**src/rtl/cfg_pos_gen_seq.sv**
```systemverilog
// Start-position generator for the address-channel cluster array.
// A start request launches a raster walk over a (row_max+1) x (col_max+1)
// grid, writing one slot per clock.
// Handshake: an accepted start_i (IDLE, not broadcast) raises busy_o on the
// next cycle. done_o pulses for exactly one cycle after the last slot is
// written. abort_i ends a walk silently.
module cfg_pos_gen_seq #(
    parameter int NUM_CLUSTER = 8,
    parameter int ROW_W       = 16,
    parameter int COL_W       = 14,
    parameter int CNT_W       = 4
) (
    input  logic                         clk,
    input  logic                         rst_n,
    input  logic                         cfg_broadcast_i,
    input  logic                         start_i,
    input  logic                         abort_i,
    input  logic                         cfg_row_first_i,
    input  logic [CNT_W-1:0]             cfg_cluster_num_i,
    input  logic [ROW_W-1:0]             cfg_row_max_i,
    input  logic [COL_W-1:0]             cfg_col_max_i,
    output logic                         busy_o,
    output logic                         done_o,
    output logic                         err_o,
    output logic [NUM_CLUSTER-1:0]       pos_vld_o,
    output logic [NUM_CLUSTER*ROW_W-1:0] pos_row_o,
    output logic [NUM_CLUSTER*COL_W-1:0] pos_col_o
);

    typedef enum logic [1:0] {
        S_IDLE = 2'd0,
        S_CALC = 2'd1,
        S_DONE = 2'd2
    } state_t;

    localparam logic [CNT_W-1:0] NC_CNT = CNT_W'(NUM_CLUSTER);

    state_t                     r_state;
    state_t                     w_state_nxt;

    logic                       r_row_first;
    logic [ROW_W-1:0]           r_row_max;
    logic [COL_W-1:0]           r_col_max;
    logic [CNT_W-1:0]           r_n;
    logic [CNT_W-1:0]           r_cnt;
    logic [ROW_W-1:0]           r_row;
    logic [COL_W-1:0]           r_col;
    logic                       r_err;
    logic [NUM_CLUSTER-1:0]     r_vld;
    logic [NUM_CLUSTER*ROW_W-1:0] r_pos_row;
    logic [NUM_CLUSTER*COL_W-1:0] r_pos_col;

    logic                       w_accept;
    logic [CNT_W-1:0]           w_n_cfg;
    logic                       w_write;
    logic                       w_last_slot;
    logic                       w_at_last;
    logic [ROW_W-1:0]           w_row_nxt;
    logic [COL_W-1:0]           w_col_nxt;

    assign w_accept    = start_i & ~cfg_broadcast_i & (r_state == S_IDLE);
    // Requests beyond the number of physical slots are clamped.
    assign w_n_cfg     = (cfg_cluster_num_i > NC_CNT) ? NC_CNT : cfg_cluster_num_i;
    // Abort takes priority over a slot write on the same edge.
    assign w_write     = (r_state == S_CALC) & ~abort_i;
    assign w_last_slot = ((r_cnt + CNT_W'(1)) == r_n);
    assign w_at_last   = (r_row == r_row_max) & (r_col == r_col_max);

    // State register
    always_ff @(posedge clk or negedge rst_n) begin
        if (!rst_n) begin
            r_state <= S_IDLE;
        end else begin
            r_state <= w_state_nxt;
        end
    end

    // Next-state logic; an empty request goes straight to DONE
    always_comb begin
        w_state_nxt = r_state;
        case (r_state)
            S_IDLE: begin
                if (w_accept) begin
                    w_state_nxt = (w_n_cfg == '0) ? S_DONE : S_CALC;
                end
            end
            S_CALC: begin
                if (abort_i) begin
                    w_state_nxt = S_IDLE;
                end else if (w_last_slot) begin
                    w_state_nxt = S_DONE;
                end
            end
            S_DONE:  w_state_nxt = S_IDLE;
            default: w_state_nxt = S_IDLE;
        endcase
    end

    // Handshake outputs decoded from the registered state
    always_comb begin
        busy_o = 1'b0;
        done_o = 1'b0;
        case (r_state)
            S_CALC:  busy_o = 1'b1;
            S_DONE:  done_o = 1'b1;
            default: ;
        endcase
    end

    // Raster advance; the last cell of the grid wraps back to the origin
    always_comb begin
        w_row_nxt = r_row;
        w_col_nxt = r_col;
        if (w_at_last) begin
            w_row_nxt = '0;
            w_col_nxt = '0;
        end else if (r_row_first) begin
            if (r_col == r_col_max) begin
                w_col_nxt = '0;
                w_row_nxt = r_row + 1'b1;
            end else begin
                w_col_nxt = r_col + 1'b1;
            end
        end else begin
            if (r_row == r_row_max) begin
                w_row_nxt = '0;
                w_col_nxt = r_col + 1'b1;
            end else begin
                w_row_nxt = r_row + 1'b1;
            end
        end
    end

    // Walk datapath: config latch on accept, one slot write per CALC cycle
    always_ff @(posedge clk or negedge rst_n) begin
        if (!rst_n) begin
            r_row_first <= 1'b0;
            r_row_max   <= '0;
            r_col_max   <= '0;
            r_n         <= '0;
            r_cnt       <= '0;
            r_row       <= '0;
            r_col       <= '0;
            r_err       <= 1'b0;
            r_vld       <= '0;
            r_pos_row   <= '0;
            r_pos_col   <= '0;
        end else if (w_accept) begin
            r_row_first <= cfg_row_first_i;
            r_row_max   <= cfg_row_max_i;
            r_col_max   <= cfg_col_max_i;
            r_n         <= w_n_cfg;
            r_cnt       <= '0;
            r_row       <= '0;
            r_col       <= '0;
            r_err       <= 1'b0;
            r_vld       <= '0;
        end else if (w_write) begin
            for (int k = 0; k < NUM_CLUSTER; k++) begin
                if (r_cnt == CNT_W'(k)) begin
                    r_pos_row[k*ROW_W +: ROW_W] <= r_row;
                    r_pos_col[k*COL_W +: COL_W] <= r_col;
                    r_vld[k]                    <= 1'b1;
                end
            end
            r_row <= w_row_nxt;
            r_col <= w_col_nxt;
            r_cnt <= r_cnt + 1'b1;
            // Wrapping with slots still to place means duplicates follow.
            if (w_at_last && !w_last_slot) begin
                r_err <= 1'b1;
            end
        end else if ((r_state == S_CALC) && abort_i) begin
            // Slot coordinates are kept; only their valid bits drop.
            r_vld <= '0;
        end
    end

    assign err_o     = r_err;
    assign pos_vld_o = r_vld;
    assign pos_row_o = r_pos_row;
    assign pos_col_o = r_pos_col;

endmodule

```
**config.mk**
```make
export PLATFORM = sky130hd
export DESIGN_NAME = cfg_pos_gen_seq
export DESIGN_NICKNAME = d
export VERILOG_FILES = /design/src/rtl/cfg_pos_gen_seq.sv
export SDC_FILE = /design/constraint.sdc
export NUM_CORES = 1
export LEC_CHECK = 0
export ABC_CLOCK_PERIOD_IN_PS = 2100
export CORE_MARGIN = 2
export CORE_UTILIZATION = 46
export CTS_BUF_LIST = sky130_fd_sc_hd__clkbuf_8 sky130_fd_sc_hd__clkbuf_16
export CTS_CLUSTER_SIZE = 30
export DETAILED_ROUTE_END_ITERATION = 16
export PLACE_DENSITY = 0.74
export SLEW_MARGIN = 20
export SYNTH_ARGS = -nofsm -noshare
export SYNTH_HDL_FRONTEND = slang
export SYNTH_SLANG_ARGS = --single-unit
```
**constraint.sdc**
```tcl
create_clock -name clk -period 2.1 [get_ports clk]
set_input_delay 0.21 -clock clk [delete_from_list [all_inputs] [get_ports clk]]
set_output_delay 0.21 -clock clk [all_outputs]
set_load 0.03 [all_outputs]
```
==> flow_metrics.env, run 1 <==
export IMPL_die_h_um=173
export IMPL_vdd_drop_max_mv=0.760
export IMPL_path_cells="xnor2_1 > nand4_1 > nor4_4 > buf_4 > buf_12 > o22a_4 > nor2_4 > a221o_1"
export IMPL_instances_no_fill=1759
export IMPL_setup_ws_ns=-0.00148
export IMPL_via_count=9210
export IMPL_violations="setup timing"
export IMPL_worst_path_max_fanout=8
export IMPL_dp_slack_ns=-0.179
export IMPL_cp_end_kind="flip-flop"
export IMPL_synth_ff_type="dfrtp_1"
export IMPL_setup_tns_final_ns=-0.00148
export IMPL_place_gp_congestion=0.835
export IMPL_cp_data_required_time_ns=2.50
export IMPL_n_antenna_cell=0
export IMPL_firstDrtPassIters=5
export IMPL_cts_made_buffers=35
export IMPL_status="finished with violations"
export IMPL_start_kind="flip-flop"
export IMPL_synth_cell_types=61
export IMPL_track_usage=0.232
export IMPL_synth_async_reset_ratio=1.00
export IMPL_final_min_clock_period_ns=2.10
export IMPL_synth_seq_area_share=0.608
export IMPL_clockBufferDepth=3
export IMPL_synth_edf_count=0
export IMPL_dp_hpwl_mm=23.8
export IMPL_whs_ns=0.219
export IMPL_synth_area_um2=13200
export IMPL_yosys_warnings=0
export IMPL_worstPathArrival_ns=2.51
export IMPL_cts_tree="yes"
export IMPL_start_util=0.470
export IMPL_netlist_instances=1001
export IMPL_worstHoldPathType="input port to flip-flop"
export IMPL_num_io_pins=291
export IMPL_p_leak_nw=8.70
export IMPL_wl_per_cell_um=19.9
export IMPL_grt_overflow_total=0
export IMPL_clock_root_buffer="clkbuf_16"
export IMPL_drt_iter0_drc=488
export IMPL_clock_latency_ns=0.52
export IMPL_synth_seq_cells=320
export IMPL_worstMarginPinSlew_ns=0.510
export IMPL_fin_crit_sh=1.00
export IMPL_core_um2=28000
export IMPL_maxCapViolations=0
export IMPL_cpMaxStageDelayCell="dfrtp_1"
export IMPL_cts_max_level=2
export IMPL_via_per_inst=5.24
export IMPL_criticalPathCategory="flip-flop to flip-flop"
export IMPL_rsz0062_at_grt="yes"
export IMPL_hold_viol=0
export IMPL_power_density_nw_per_um2=1010
export IMPL_port_buffers=290
export IMPL_row_count=61
export IMPL_clock_sinks=320
export IMPL_fp_dieW_um=173
export IMPL_drive_gt1_frac=0.300
export IMPL_die_area_um2=30000
export IMPL_antenna_left=0
export IMPL_wirelength_mm=35.0
export IMPL_cpPeakStageDelay_ns=0.38
export IMPL_synth_nets=1047
export IMPL_drc_errors=0
export IMPL_area_growth_synth_to_final_pct=40.0
export IMPL_slew_headroom=0.657
export IMPL_nNetsFinal=1406
export IMPL_synth_area_per_cell_um2=13.2
export IMPL_path_clk_slew_ns=0.06
export IMPL_grt_pass1_vias=9411
export IMPL_maxSlewViolCount=0
export IMPL_max_freq_mhz=476
export IMPL_dp_cells=1688
export IMPL_grt_start_max_net_pins=58
export IMPL_grt_pass1_wl_mm=54.9
export IMPL_totalPowerFinal_mw=18.6
export IMPL_antenna_found_initial=1
export IMPL_skew_ns=0.0167
export IMPL_setup_viol=1
-- layout by cell type (no fill, tap or decap), types with 3 or more instances in the layout --
master and instances:
o21bai_1 3, a31oi_1 3, a22o_1 11, clkbuf_8 4, xnor2_1 33, o21ai_0 28
nand2_2 8, o21ai_1 5, inv_6 3, nand3_1 12, nor2b_1 5, clkinv_2 3
o21ai_2 3, buf_4 76, clkdlybuf4s50_1 287, ha_1 5, and3_1 10, buf_12 17
a21oi_1 4, o31ai_1 3, nand2_1 135, dfrtp_1 320, nor3b_1 5, a21boi_0 8
nand3b_1 3, clkinv_4 3, nand2b_1 5, nor2_1 16, inv_1 19, a21o_1 5
nor3_1 9, clkbuf_16 37, mux2_2 225, nand4_1 6
-- worst max-delay path, delay by kind of cell, from the launching register on --
family | cells | cell delay, ns
xor+xnor | 1 | 0.21
simple gates | 3 | 0.58
flops | 1 | 0.38
compound gates | 2 | 0.50
buf+inv | 2 | 0.31
-- synth_stat cells (6+ instances only) --
library cell / n / area share
a21boi_0: 8 / 0.0046
a22o_1: 11 / 0.0073
and3_1: 10 / 0.0048
buf_2: 26 / 0.0099
buf_4: 9 / 0.0051
clkbuf_1: 31 / 0.0088
dfrtp_1: 320 / 0.61
ha_1: 6 / 0.0057
inv_1: 13 / 0.0037
mux2_2: 225 / 0.19
nand2_1: 139 / 0.040
nand3_1: 12 / 0.0046
nand4_1: 6 / 0.0029
nor2_1: 16 / 0.0046
nor3_1: 10 / 0.0038
o21ai_0: 37 / 0.014
xnor2_1: 34 / 0.023
-- state kept, by name, indices dropped and copies added, names as in the netlist, 4 cells and up --
| register | cells |
|---|---|
| pos_vld_o | 8 |
| r_row_max | 16 |
| r_col_max | 14 |
| pos_col_o | 112 |
| r_n | 4 |
| pos_row_o | 128 |
| r_cnt | 4 |
| r_row | 16 |
| r_col | 14 |
-- where the power goes --
| part | internal (mW) | total [mW] | switching (mW) |
|---|---|---|---|
| combinational | 2.27 | 5.17 | 2.90 |
| sequential | 7.01 | 7.57 | 0.560 |
| clock | 3.44 | 5.89 | 2.45 |
-- timing repair --
action | 4_1_cts | 5_1_grt
gates cloned | 0 | 3
gates resized for setup | 3 | 25
hold buffers | 1 | 0
pin swaps | 1 | 7
endpoints found under the setup margin | 19 | 56
buffers inserted | 1 | 8
endpoints found under the hold margin | 49 | 0
-- through the flow --
| stage | util | cell area (um2) |
|---|---|---|
| global placement | 0.610 | 17100 |
| finish | 0.658 | 18400 |
| CTS | 0.651 | 18200 |
| floorplan | - | 13200 |
| detailed placement | 0.610 | 17100 |
| global route | 0.658 | 18400 |
-- layer usage --
metal / part of all wire / GRT usage / wire length [um] / vias up
met5: 0.00037 / 0 / 13 / -
met4: 0.016 / 0.0526 / 561 / 2
met3: 0.065 / 0.0602 / 2270 / 38
met2: 0.48 / 0.382 / 16800 / 288
li1: - / - / - / 4182
met1: 0.44 / 0.310 / 15400 / 4700
-- cell type report --
type	instances	area, um2
sequential	320	8010
multi-input combinational	603	4920
clock buffer	39	931
timing repair buffer	387	3890
tap	378	473
fill	2100	9580
clock inverter	19	165
inverter	13	48.8
-- path summary, 6_finish.rpt --
path,from,endpoint,slack [ns],depth (start not counted)
max,r_row_max[13],r_col[3],-0.001,8
min,cfg_row_max_i[0],r_row_max[0],0.22,3
max in group asynchronous,rst_n,pos_col_o[4],1.17,3
min in group asynchronous,rst_n,pos_row_o[101],0.24,2
min reg2reg,pos_col_o[67],pos_col_o[67],0.48,2
max reg2reg,r_row_max[13],r_col[3],-0.001,8
-- cell families (layout without fill, tap and decap cells) --
| kind of cell | Yosys count | in the layout | synth area share |
|---|---|---|---|
| simple gates | 239 | 239 | 0.0886 |
| fa+ha+maj | 6 | 6 | 0.00570 |
| xor+xnor | 37 | 37 | 0.0257 |
| mux | 225 | 225 | 0.192 |
| compound gates | 95 | 96 | 0.0520 |
| buf+inv | 79 | 458 | 0.0276 |
| flops | 320 | 320 | 0.608 |
(Power assumes the default switching activity.)
==> run 2: changes to the inputs <==
CORE_MARGIN = 5   (was 2)
==> flow_metrics.env, run 2 (synthesis results as in run 1) <==
export IMPL_p_leak_nw=8.71
export IMPL_path_cells="xnor2_1 > nand4_1 > nor4_4 > buf_12 > buf_8 > o22ai_4 > and3_4 > a221o_1"
export IMPL_final_common_cell="dfrtp_1"
export IMPL_ff2ff_path_depth=8
export IMPL_placed_area_um2=17000
export IMPL_worst_path_max_fanout=6
export IMPL_cpMaxStageDelayCell="dfrtp_1"
export IMPL_start_kind="flip-flop"
export IMPL_drive_gt1_frac=0.302
export IMPL_clock_latency_ns=0.51
export IMPL_track_usage=0.218
export IMPL_clockBufferDepth=3
export IMPL_ff2ff_setup_slack_ns=0.005
export IMPL_cpPeakStageDelay_ns=0.41
export IMPL_fp_dieW_um=179
export IMPL_worstHoldPathType="input port to asynchronous set/reset pin"
export IMPL_maxCapViolations=0
export IMPL_wl_per_cell_um=20.2
export IMPL_start_util=0.463
export IMPL_cts_made_buffers=36
export IMPL_status="complete, no violations"
export IMPL_final_cell_mix="dfrtp_1 (320), clkdlybuf4s50_1 (287), mux2_2 (225), nand2_1 (135), buf_4 (68)"
export IMPL_setup_tns_final_ns=0
export IMPL_worstMarginPinSlew_ns=0.492
export IMPL_utilization=0.648
export IMPL_grt_overflow_total=0
export IMPL_place_gp_congestion=0.798
export IMPL_die_area_um2=32100
export IMPL_cp_end_kind="flip-flop"
export IMPL_power_density_nw_per_um2=1030
export IMPL_cp_data_required_time_ns=2.49
export IMPL_max_freq_mhz=477
export IMPL_fillers=2166
export IMPL_via_per_inst=5.19
export IMPL_final_min_clock_period_ns=2.10
export IMPL_seqCellArea_um2=8010
export IMPL_criticalPathCategory="flip-flop to flip-flop"
export IMPL_multiInputGateArea_um2=4950
export IMPL_p_sw_mw=5.87
export IMPL_largest_register_ffs=128
export IMPL_fin_crit_sh=0.998
export IMPL_worstPathArrival_ns=2.48
export IMPL_comb_power_share=0.265
export IMPL_row_count=62
export IMPL_setup_viol=0
export IMPL_maxSlewViolCount=0
export IMPL_antenna_found_initial=2
export IMPL_slew_headroom=0.671
export IMPL_core_um2=28500
export IMPL_swShare=0.308
export IMPL_firstDrtPassIters=5
export IMPL_nNetsFinal=1394
export IMPL_cts_tree="yes"
export IMPL_hold_viol=0
export IMPL_grt_pass1_wl_mm=54.8
export IMPL_skew_ns=0.0137
export IMPL_drc_errors=0
export IMPL_p_int_mw=13.2
export IMPL_p_clk_frac=0.338
export IMPL_port_buffers=290
export IMPL_clock_sinks=320
export IMPL_num_io_pins=291
export IMPL_area_growth_synth_to_final_pct=40.1
export IMPL_cts_max_level=2
export IMPL_wirelength_mm=35.5
export IMPL_die_h_um=179
export IMPL_grt_start_max_net_pins=78
export IMPL_vdd_drop_max_mv=0.861
export IMPL_via_count=9128
export IMPL_seqPwrFrac=0.396
export IMPL_dp_hpwl_mm=24.2
export IMPL_clock_root_buffer="clkbuf_16"
export IMPL_final_area_um2=18400
export IMPL_path_clk_slew_ns=0.06
export IMPL_rsz0062_at_grt="yes"
export IMPL_antenna_left=0
export IMPL_grt_pass1_vias=9618
export IMPL_drt_iter0_drc=485
==> run 2: cell count changes in the layout (fill, tap and decap cells not counted), moves of 3 or more <==
cell      change
clkinv_2      +3
inv_6         -3
buf_4         -8
clkbuf_8      +4
o21ai_0       +6
o21ai_1       -3
buf_12        -4
==> run 2: per-stage QoR <==
| step | hold WS, ns | setup WS [ns] | total power [mW] | std cells |
|---|---|---|---|---|
| final | 0.207 | 0.00485 | 19.1 | 1759 |
| after global routing | 0.236 | -0.0668 | 19.9 | 1757 |
| after CTS | 0.186 | 0.000855 | 19.2 | 1751 |
| after detailed placement | 0.124 | -0.143 | 12.6 | 1686 |
| after global placement | 0.124 | -0.0784 | 12.5 | 1686 |
| after floorplan | -0.0856 | 0.0781 | 10.5 | 1001 |
==> run 2: worst max-delay path: cells and delay by family, from the launching register on <==
kind / cells / cell delay (ns)
DFF: 1 / 0.41
and+or+nand+nor: 3 / 0.75
buffers and inverters: 2 / 0.28
xor gates and xnor gates: 1 / 0.21
AOI/OAI and AO/OA: 2 / 0.33
==> run 2: final timing paths <==
check | start | endpoint
setup / recovery | r_row_max[9] | r_col[3]
hold / removal | rst_n | pos_row_o[69]
setup reg to reg | r_row_max[9] | r_col[3]
hold reg to reg | pos_row_o[70] | pos_row_o[70]
max in group asynchronous | rst_n | pos_col_o[67]
min in group clk | cfg_col_max_i[5] | r_col_max[5]
==> run 2: layout make-up <==
cell class                 count  area share
tap                          384      0.0260
clock buffer                  45      0.0562
multi-input combinational    602       0.268
inverter                      13     0.00265
antenna                        2    0.000271
sequential                   320       0.434
clock inverter                18      0.0107
timing repair buffer         375       0.202
==> run 2: repair_timing <==
action | 4_1_cts | 5_1_grt
hold buffers | 1 | 0
resized for setup | 5 | 28
buffers inserted | 1 | 7
endpoints found under the hold margin | 170 | 0
gates cloned | 0 | 0
setup endpoints to repair | 11 | 43
pin swaps | 4 | 11
==> run 2: metal layers <==
| layer | up-vias | share of wire | track usage |
|---|---|---|---|
| li1 | 4171 | - | - |
| met1 | 4627 | 0.42 | 0.286 |
| met2 | 276 | 0.49 | 0.360 |
| met3 | 52 | 0.075 | 0.0607 |
| met4 | 2 | 0.021 | 0.0590 |
| met5 | - | 0.00034 | 0 |
==> run 2: power groups by stage <==
| stage | combinational, mW | clock [mW] | sequential, mW |
|---|---|---|---|
| 3_3_place_gp | 4.93 | 0 | 7.60 |
| 2_1_floorplan | 1.85 | 0 | 8.60 |
| 5_1_grt | 5.43 | 6.83 | 7.66 |
| 3_5_place_dp | 5.00 | 0 | 7.63 |
| 4_1_cts | 5.04 | 6.58 | 7.55 |
| 6_report | 5.05 | 6.45 | 7.55 |
==> run 3: changes to the inputs <==
CTS_CLUSTER_DIAMETER = 60   (was unset)
==> flow_metrics.env, run 3 (synthesis results as in run 1) <==
export IMPL_clockBufferDepth=3
export IMPL_final_min_clock_period_ns=2.10
export IMPL_ff2ff_setup_slack_ns=-0.005
export IMPL_cp_startpoint="r_row[13]"
export IMPL_maxSlewViolCount=0
export IMPL_firstDrtPassIters=5
export IMPL_drc_errors=0
export IMPL_hold_viol=0
export IMPL_cp_data_required_time_ns=2.51
export IMPL_maxCapViolations=0
export IMPL_port_buffers=290
export IMPL_clock_sinks=320
export IMPL_final_common_cell="dfrtp_1"
export IMPL_setup_viol=1
export IMPL_start_kind="flip-flop"
export IMPL_setup_ws_ns=-0.00492
export IMPL_die_area_um2=32100
export IMPL_worstPathArrival_ns=2.51
export IMPL_critical_path_buf_inv_count=2
export IMPL_grt_start_max_net_pins=78
export IMPL_p_leak_nw=8.48
export IMPL_antenna_left=0
export IMPL_power_density_nw_per_um2=964
export IMPL_max_freq_mhz=475
export IMPL_clock_root_buffer="clkbuf_16"
export IMPL_row_count=62
export IMPL_antenna_found_initial=2
export IMPL_cpMaxStageDelayCell="dfrtp_1"
export IMPL_fin_crit_sh=1.00
export IMPL_start_util=0.463
export IMPL_ff2ff_path_depth=8
export IMPL_fillers=2213
export IMPL_vdd_drop_max_mv=0.854
export IMPL_fp_dieW_um=179
export IMPL_worstHoldPathType="input port to asynchronous set/reset pin"
export IMPL_grt_pass1_wl_mm=53.4
export IMPL_drt_iter0_drc=511
export IMPL_multiInputGateArea_um2=4900
export IMPL_die_h_um=179
export IMPL_r2r_end="r_col[3]"
export IMPL_via_count=9017
export IMPL_path_cells="xnor2_2 > nand4_1 > nor4_4 > buf_4 > buf_12 > o22a_4 > nor2_4 > a221o_1"
export IMPL_cts_tree="yes"
export IMPL_core_um2=28500
export IMPL_reg2reg_from="r_row[13]"
export IMPL_dp_hpwl_mm=24.2
export IMPL_clock_latency_ns=0.54
export IMPL_largest_register_ffs=128
export IMPL_worst_path_max_fanout=8
export IMPL_status="finished with violations"
export IMPL_violations="setup timing"
export IMPL_seqCellArea_um2=8010
export IMPL_area_growth_synth_to_final_pct=36.6
export IMPL_criticalPathCategory="flip-flop to flip-flop"
export IMPL_totalPowerFinal_mw=17.3
export IMPL_skew_ns=0.0229
export IMPL_num_io_pins=291
export IMPL_cp_end_kind="flip-flop"
export IMPL_dp_slack_ns=-0.143
export IMPL_path_clk_slew_ns=0.09
export IMPL_final_cell_mix="dfrtp_1 (320), clkdlybuf4s50_1 (287), mux2_2 (225), nand2_1 (135), buf_4 (69)"
export IMPL_worst_setup_path_endpoint="r_col[3]"
export IMPL_cts_max_level=1
export IMPL_place_gp_congestion=0.798
export IMPL_rsz0062_at_grt="yes"
export IMPL_worstMarginPinSlew_ns=0.456
export IMPL_cpPeakStageDelay_ns=0.42
export IMPL_via_per_inst=5.19
export IMPL_wirelength_mm=34.5
export IMPL_wl_per_cell_um=19.9
export IMPL_nNetsFinal=1380
export IMPL_grt_pass1_vias=9347
export IMPL_cpLargestDelayFamily="simple AND/OR/NAND/NOR gates"
export IMPL_whs_ns=0.149
export IMPL_slew_headroom=0.693
export IMPL_grt_overflow_total=0
export IMPL_track_usage=0.212
export IMPL_drive_gt1_frac=0.287
export IMPL_cts_made_buffers=23
export IMPL_cp_depth=8
run 3: cell types whose count changed in the layout (fill, tap and decap cells not counted), moves of 2 or more:
| cell | change |
|---|---|
| clkbuf_16 | -13 |
| clkbuf_8 | -7 |
| clkinv_2 | -4 |
| bufinv_16 | -3 |
| clkinv_8 | +3 |
| inv_6 | +3 |
| buf_6 | -2 |
| clkinv_4 | -2 |
| inv_1 | -2 |
| inv_16 | +2 |
| nor4_2 | -2 |
run 3: through the flow:
stage / instances / util / cell area [um2] / TNS [ns]
4_1_cts: 1731 / 0.627 / 17900 / 0
3_5_place_dp: 1686 / 0.597 / 17000 / -0.840
6_report: 1736 / 0.632 / 18000 / -0.00492
5_1_grt: 1735 / 0.632 / 18000 / -0.695
3_3_place_gp: 1686 / 0.597 / 17000 / -0.280
2_1_floorplan: 1001 / - / 13200 / 0
run 3: layout make-up:
type	instances	area share
Multi-Input combinational cell	602	0.273
Clock buffer	24	0.0328
Inverter	13	0.00271
Clock inverter	18	0.0131
Sequential cell	320	0.445
Antenna cell	1	0.000139
Tap cell	384	0.0267
Timing Repair Buffer	374	0.207
run 3: layer usage:
| metal | vias up | wire [um] | part of all wire | global-route usage |
|---|---|---|---|---|
| li1 | 4128 | - | - | - |
| met1 | 4592 | 14600 | 0.42 | 0.286 |
| met2 | 244 | 16600 | 0.48 | 0.342 |
| met3 | 51 | 2500 | 0.072 | 0.0538 |
| met4 | 2 | 795 | 0.023 | 0.0578 |
| met5 | - | 12 | 0.00035 | 0 |
run 3: worst register-to-register path, stage by stage (launching register included):
cell and delay [ns]:
dfrtp_1 0.42, xnor2_2 0.20, nand4_1 0.19, nor4_4 0.29
buf_4 0.18, buf_12 0.12, o22a_4 0.19, nor2_4 0.07
a221o_1 0.32
run 3: what timing repair did:
action | 4_1_cts | 5_1_grt
setup endpoints to repair | 10 | 131
endpoints found under the hold margin | 319 | 0
hold buffers | 1 | 0
setup buffers | 2 | 4
pin swaps | 4 | 7
resized for setup | 3 | 14
gates cloned | 0 | 1
run 3: worst min-delay path by stage:
| stage | endpoint | start | slack [ns] | cells past startpoint |
|---|---|---|---|---|
| 3_5_place_dp | pos_row_o[84] | rst_n | 0.12 | 1 |
| 2_1_floorplan | err_o | rst_n | -0.09 | 0 |
| 6_report | pos_row_o[69] | rst_n | 0.15 | 2 |
| 4_1_cts | pos_row_o[84] | rst_n | 0.14 | 2 |
| 3_3_place_gp | pos_row_o[84] | rst_n | 0.12 | 1 |
| 5_1_grt | pos_row_o[69] | rst_n | 0.17 | 2 |
run 3: power breakdown:
part	leakage, nW	switching [mW]	internal (mW)
Sequential	4.31	0.536	6.99
Clock	0.402	2.46	2.34
Combinational	3.77	2.83	2.18
